### config.mk
export PLATFORM = sky130hd
export DESIGN_NAME = key_matrix_scan
export DESIGN_NICKNAME = d
export VERILOG_FILES = /design/src/rtl/key_matrix_scan.sv
export SDC_FILE = /design/constraint.sdc
export NUM_CORES = 1
export LEC_CHECK = 0
export ABC_AREA = 1
export BUFFER_PORTS_ARGS = -buffer_cell sky130_fd_sc_hd__buf_2
export CAP_MARGIN = 15
export CORE_UTILIZATION = 40
export CTS_CLUSTER_DIAMETER = 50
export DETAILED_ROUTE_END_ITERATION = 10
export SYNTH_ARGS = -nofsm -noshare
export SYNTH_HDL_FRONTEND = slang
export SYNTH_SLANG_ARGS = --single-unit
### constraint.sdc
create_clock -name clk -period 3.6 [get_ports clk]
set_input_delay 0.54 -clock clk [delete_from_list [all_inputs] [get_ports clk]]
set_output_delay 0.54 -clock clk [all_outputs]
set_load 0.01 [all_outputs]
### src/rtl/key_matrix_scan.sv
`default_nettype none
// ============================================================================
// Module   : key_matrix_scan
// Brief    : 4x4 key matrix scanner with frame debounce; builds an 8-digit
//            packed-BCD word for the seven-segment display controller.
// Revision : 1.0 - initial release
// ============================================================================
module key_matrix_scan #(
    parameter int SCAN_DIV   = 50000,
    parameter int DEB_FRAMES = 5
) (
    input  logic        clk,
    input  logic        rst,
    input  logic [3:0]  key_row,
    output logic [3:0]  key_col,
    output logic [3:0]  key_code,
    output logic        key_valid,
    output logic [31:0] bcd8d
);

    localparam int c_dwell_w = $clog2(SCAN_DIV);
    localparam int c_cnt_w   = $clog2(DEB_FRAMES + 1);

    localparam logic [c_dwell_w-1:0] c_dwell_last = c_dwell_w'(SCAN_DIV - 1);
    localparam logic [c_cnt_w-1:0]   c_deb        = c_cnt_w'(DEB_FRAMES);
    localparam logic [c_cnt_w-1:0]   c_cnt_one    = c_cnt_w'(1);

    typedef enum logic [1:0] {
        ST_IDLE    = 2'd0,
        ST_DEB     = 2'd1,
        ST_PRESSED = 2'd2
    } state_t;

    logic [3:0]           r_row_meta;
    logic [3:0]           r_row_sync;
    logic [c_dwell_w-1:0] r_dwell;
    logic [1:0]           r_col_idx;
    logic [1:0]           r_acc_cnt;
    logic [3:0]           r_acc_code;
    state_t               r_state;
    logic [c_cnt_w-1:0]   r_cnt;
    logic [3:0]           r_cand;
    logic                 r_key_valid;
    logic [3:0]           r_key_code;
    logic [31:0]          r_bcd;

    logic                 w_sample;
    logic                 w_frame_end;
    logic [2:0]           w_col_hits;
    logic [2:0]           w_total;
    logic [1:0]           w_acc_sat;
    logic [1:0]           w_row_idx;
    logic [3:0]           w_last_code;
    logic                 w_none;
    logic                 w_single;
    state_t               w_state_nxt;
    logic [c_cnt_w-1:0]   w_cnt_nxt;
    logic [3:0]           w_cand_nxt;
    logic                 w_accept;
    logic [31:0]          w_bcd_nxt;

    assign key_col   = 4'b0001 << r_col_idx;
    assign key_valid = r_key_valid;
    assign key_code  = r_key_code;
    assign bcd8d     = r_bcd;

    assign w_sample    = (r_dwell == c_dwell_last);
    assign w_frame_end = w_sample && (r_col_idx == 2'd3);

    // Hits in the column being sampled, folded into the running frame count
    assign w_col_hits = {2'b00, r_row_sync[0]} + {2'b00, r_row_sync[1]}
                      + {2'b00, r_row_sync[2]} + {2'b00, r_row_sync[3]};
    assign w_total    = {1'b0, r_acc_cnt} + w_col_hits;
    assign w_acc_sat  = (w_total >= 3'd2) ? 2'd2 : w_total[1:0];

    always_comb begin
        w_row_idx = 2'd0;
        if (r_row_sync[3]) begin
            w_row_idx = 2'd3;
        end else if (r_row_sync[2]) begin
            w_row_idx = 2'd2;
        end else if (r_row_sync[1]) begin
            w_row_idx = 2'd1;
        end
    end

    assign w_last_code = (w_col_hits != 3'd0) ? {w_row_idx, r_col_idx} : r_acc_code;
    assign w_none      = (w_total == 3'd0);
    assign w_single    = (w_total == 3'd1);

    // Scan timing, synchronizer and frame accumulator
    always_ff @(posedge clk) begin
        if (rst) begin
            r_row_meta <= 4'd0;
            r_row_sync <= 4'd0;
            r_dwell    <= '0;
            r_col_idx  <= 2'd0;
            r_acc_cnt  <= 2'd0;
            r_acc_code <= 4'd0;
        end else begin
            r_row_meta <= key_row;
            r_row_sync <= r_row_meta;
            if (w_sample) begin
                r_dwell   <= '0;
                r_col_idx <= r_col_idx + 2'd1;
                if (w_frame_end) begin
                    r_acc_cnt  <= 2'd0;
                    r_acc_code <= 4'd0;
                end else begin
                    r_acc_cnt  <= w_acc_sat;
                    r_acc_code <= w_last_code;
                end
            end else begin
                r_dwell <= r_dwell + 1'b1;
            end
        end
    end

    // Debounce FSM; MULTI frames fall out as "neither none nor single"
    always_comb begin
        w_state_nxt = r_state;
        w_cnt_nxt   = r_cnt;
        w_cand_nxt  = r_cand;
        w_accept    = 1'b0;
        if (w_frame_end) begin
            case (r_state)
                ST_IDLE: begin
                    if (w_single) begin
                        w_cand_nxt = w_last_code;
                        if (DEB_FRAMES == 1) begin
                            w_accept    = 1'b1;
                            w_state_nxt = ST_PRESSED;
                            w_cnt_nxt   = '0;
                        end else begin
                            w_state_nxt = ST_DEB;
                            w_cnt_nxt   = c_cnt_one;
                        end
                    end
                end
                ST_DEB: begin
                    if (w_single && (w_last_code == r_cand)) begin
                        if ((r_cnt + c_cnt_one) == c_deb) begin
                            w_accept    = 1'b1;
                            w_state_nxt = ST_PRESSED;
                            w_cnt_nxt   = '0;
                        end else begin
                            w_cnt_nxt = r_cnt + c_cnt_one;
                        end
                    end else begin
                        w_state_nxt = ST_IDLE;
                        w_cnt_nxt   = '0;
                    end
                end
                ST_PRESSED: begin
                    if (w_none) begin
                        if ((r_cnt + c_cnt_one) == c_deb) begin
                            w_state_nxt = ST_IDLE;
                            w_cnt_nxt   = '0;
                        end else begin
                            w_cnt_nxt = r_cnt + c_cnt_one;
                        end
                    end else begin
                        w_cnt_nxt = '0;
                    end
                end
                default: begin
                    w_state_nxt = ST_IDLE;
                    w_cnt_nxt   = '0;
                end
            endcase
        end
    end

    always_comb begin
        w_bcd_nxt = r_bcd;
        if (w_accept) begin
            if (w_cand_nxt <= 4'd9) begin
                w_bcd_nxt = {r_bcd[27:0], w_cand_nxt};
            end else if (w_cand_nxt == 4'hC) begin
                w_bcd_nxt = 32'd0;
            end
        end
    end

    always_ff @(posedge clk) begin
        if (rst) begin
            r_state     <= ST_IDLE;
            r_cnt       <= '0;
            r_cand      <= 4'd0;
            r_key_valid <= 1'b0;
            r_key_code  <= 4'd0;
            r_bcd       <= 32'd0;
        end else begin
            r_state     <= w_state_nxt;
            r_cnt       <= w_cnt_nxt;
            r_cand      <= w_cand_nxt;
            r_key_valid <= w_accept;
            r_bcd       <= w_bcd_nxt;
            if (w_accept) begin
                r_key_code <= w_cand_nxt;
            end
        end
    end

endmodule
`default_nettype wire
==> impl_metrics.csv <==
group,metric,value,unit
outcome,outcome,"finished, final reports clean",
synthesis,synth_mux_area_frac,0,
finish,final_nets,550,
critical_path,worstPathArrival,3.60,ns
critical_path,crit_fanout,32,
placed_design,io_buffers,46,
detailed_routing,drt-initial-drc-count,186,
placed_design,place.gp.congestion,0.813,
sta,worst_pin_slew,0.562,ns
clocking,postCtsHoldBufs,0,
sta,hold_viol_final,0,
sta,final_max_slew_viol_count,0,
sta,finalSetupViolCount,0,
finish,utilization,0.481,
sta,period_needed,3.39,ns
floorplan,num_rows,35,
finish,layout-drive-gt1-share,0.223,
global_route,grt_max_degree,55,
synthesis,synth-simple-area-share,0.324,
global_route,grt.total_usage,0.169,
power_and_ir_drop,p_leak,1.85,nW
synthesis,synth_compound_area_frac,0.101,
hold_path,worstHoldPathType,"primary input to flop",
global_route,grt_overflow_total,0,
floorplan,initial_core_util,0.411,
synthesis,avgSynthCellArea,7.80,sq um
critical_path,critPathRequiredTime,3.81,ns
detailed_routing,drc,0,
synthesis,yosysSeqAreaShare,0.415,
global_route,grt_antenna_before_repair,0,
floorplan,io_pins,47,
clocking,root_buffer,"clkbuf_8",
placed_design,hpwl,5430,um
floorplan,die-width,99.0,um
clocking,clock_insertion_delay_worst_skew,0.35,ns
detailed_routing,route.met3.wl,294,um
clocking,clk_pin_slew,0.08,ns
sta,finClkSkew,0.00972,ns
synthesis,synth_fp_nets,500,
floorplan,fp.dieArea,9790,sq um
synthesis,synth_area_leaders,"dfxtp_1 (42%), nand3_1 (9.5%), nand2_1 (7.6%), a21oi_1 (7.2%), inv_1 (5.3%)",
synthesis,ys_ff_latch,78,
detailed_routing,routed.top_layer,"met4",
critical_path,worstSetupEndpointType,"flop",
detailed_routing,drt-wirelength-per-cell,12.8,um
synthesis,yosys.area.top_type,"dfxtp_1",
finish,n_antenna_cell,0,
power_and_ir_drop,total_power,1.69,mW
synthesis,synth_top_family_by_area,"simple AND/OR/NAND/NOR gates",
synthesis,synth_cells,482,
power_and_ir_drop,peakVddDrop,208,uV
critical_path,critPathLaunch,"r_row_sync[0]",
floorplan,core-area,9150,sq um
synthesis,yosys.area_share.xor_xnor,0.00699,
synthesis,syn_area,3760,sq um
flow_run,maxCapViolations,0,
synthesis,synthAdderAreaFrac,0.0439,
critical_path,r2r_start,"r_row_sync[0]",
clocking,clockBufferDepth,2,
synthesis,yosysWarningCount,0,
detailed_routing,wl_met2,3910,um
sta,fin_crit_sh,0.942,
clocking,numClockSinks,78,
sta,max-slew-margin-rel,0.624,
clocking,cts_buffers,9,
clocking,h-tree-depth,3,
critical_path,cp-start-kind,"flop",
power_and_ir_drop,p_per_area,385,nW/um^2
detailed_routing,dr.pass1.iters,4,
floorplan,dieHeight,99.0,um
hold_path,min-delay-start,"key_row[2]",
clocking,cts_tree,"yes",
detailed_routing,route.layer.met1.wl,3970,um
synthesis,synth_top_area_share,0.415,
critical_path,critPathKind,"flop to flop",
detailed_routing,finalWirelength,8280,um
sta,max_freq,295,MHz
detailed_routing,via_per_inst,5.00,
detailed_routing,drtAntennaViolNets,0,
detailed_routing,vias,3239,
global_route,grt_pass1_vias,3012,
finish,syn_to_final_growth,17.0,%
global_route,grt_first_pass_wirelength,13400,um
synthesis,synth_cell_type_count,38,
sta,hold_ws,0.384,ns
==> routing by layer <==
layer,vias to the layer above,GRT usage
met5,-,0
met4,0,0.0689
met3,9,0.0383
met2,57,0.277
met1,1488,0.215
li1,1685,-
==> placed cells by master, fill, tap and decap left out, types with 2 or more instances in the layout <==
cell type	netlist	routed
nand2_2	9	9
ha_1	10	10
nand3_1	71	70
o21ai_0	8	8
fa_1	2	2
nor2_1	45	44
nand3_2	14	15
nor2_2	3	3
nand2_8	0	3
nor3_1	4	3
o22ai_1	3	3
a21oi_1	54	54
clkinv_4	0	2
nor3b_1	2	2
dfxtp_1	78	77
xor2_1	2	2
nor2_4	1	2
inv_1	53	53
buf_12	0	4
inv_2	7	7
nor4_1	2	2
buf_2	3	46
nand4_1	4	4
nand2_1	76	76
nand3_4	3	3
bufinv_16	0	2
nor3_4	1	2
clkbuf_8	0	10
buf_4	1	6
==> final timing paths <==
| check | to | slack (ns) | depth (start not counted) |
|---|---|---|---|
| setup / recovery | bcd8d[18] | 0.21 | 16 |
| hold reg to reg | r_row_sync[2] | 0.41 | 2 |
| setup reg to reg | bcd8d[18] | 0.21 | 16 |
| hold / removal | r_row_meta[2] | 0.38 | 3 |
==> metrics by stage <==
| stage | setup slack (ns) | instance area [sq um] | setup TNS, ns | cells |
|---|---|---|---|---|
| after global routing | -0.0236 | 4400 | -0.0236 | 648 |
| final | 0.207 | 4400 | 0 | 648 |
| after detailed placement | 0.0149 | 4020 | 0 | 625 |
| after floorplan | 0.353 | 3760 | 0 | 482 |
| after CTS | 0.0278 | 4250 | 0 | 641 |
| after global placement | 0.135 | 4020 | 0 | 625 |
==> synthesized netlist by cell type, drive strengths merged <==
cell and instances:
a21oi 54, a22oi 1, a32o 1, buf 13, bufbuf 1, clkbuf 6, dfxtp 78, fa 2
ha 10, inv 60, nand2 87, nand3 88, nand4 4, nor2 50, nor3 5, nor3b 2
nor4 2, o21a 1, o21ai 9, o22ai 3, o31ai 1, o41ai 1, xnor2 1, xor2 2
==> final cells by class <==
class,instances,area (sq um)
fillers,909,4750
multi-input cells,325,1850
flip-flops and latches,78,1560
repair buffers,58,395
inverters,60,225
clock buffers,11,141
well taps,111,139
clock inverters,5,82.6
==> what timing repair did <==
action,CTS,global route
setup buffers,0,5
endpoints found under the setup margin,1,36
gates resized for setup,1,9
pin swaps,0,6
cloned,0,2
==> state kept, by name, summed over array words and instances, names as in the netlist, 3 cells and up <==
signal,cells
r_dwell,16
bcd8d,32
r_cnt,3
r_acc_code,4
r_row_sync,4
key_code,4
r_cand,4
r_row_meta,4
==> critical path, cell delays in order, from the launching register on <==
cell     delay (ns)
dfxtp_1        0.32
fa_1           0.47
ha_1           0.31
ha_1           0.21
fa_1           0.51
nor2_2         0.15
nand3_4        0.12
nor2_2         0.13
nand2_1        0.06
inv_1          0.05
nand3_1        0.11
nor3_4         0.23
buf_12         0.16
nand3_4        0.07
buf_12         0.18
nand3_1        0.10
a21oi_1        0.06
==> power by group <==
group | internal (mW) | total, mW | leakage [nW] | switching, mW
logic | 0.0241 | 0.0819 | 1.10 | 0.0578
registers | 0.869 | 0.873 | 0.631 | 0.00385
clock network | 0.411 | 0.740 | 0.113 | 0.329
==> kinds of logic after synthesis <==
family	after synthesis
AND/OR/NAND/NOR	238
buffers and inverters	80
flip-flops	78
AO/OA/AOI/OAI	71
adder cells (fa/ha/maj)	12
XOR/XNOR	3
(Power assumes the default switching activity.)
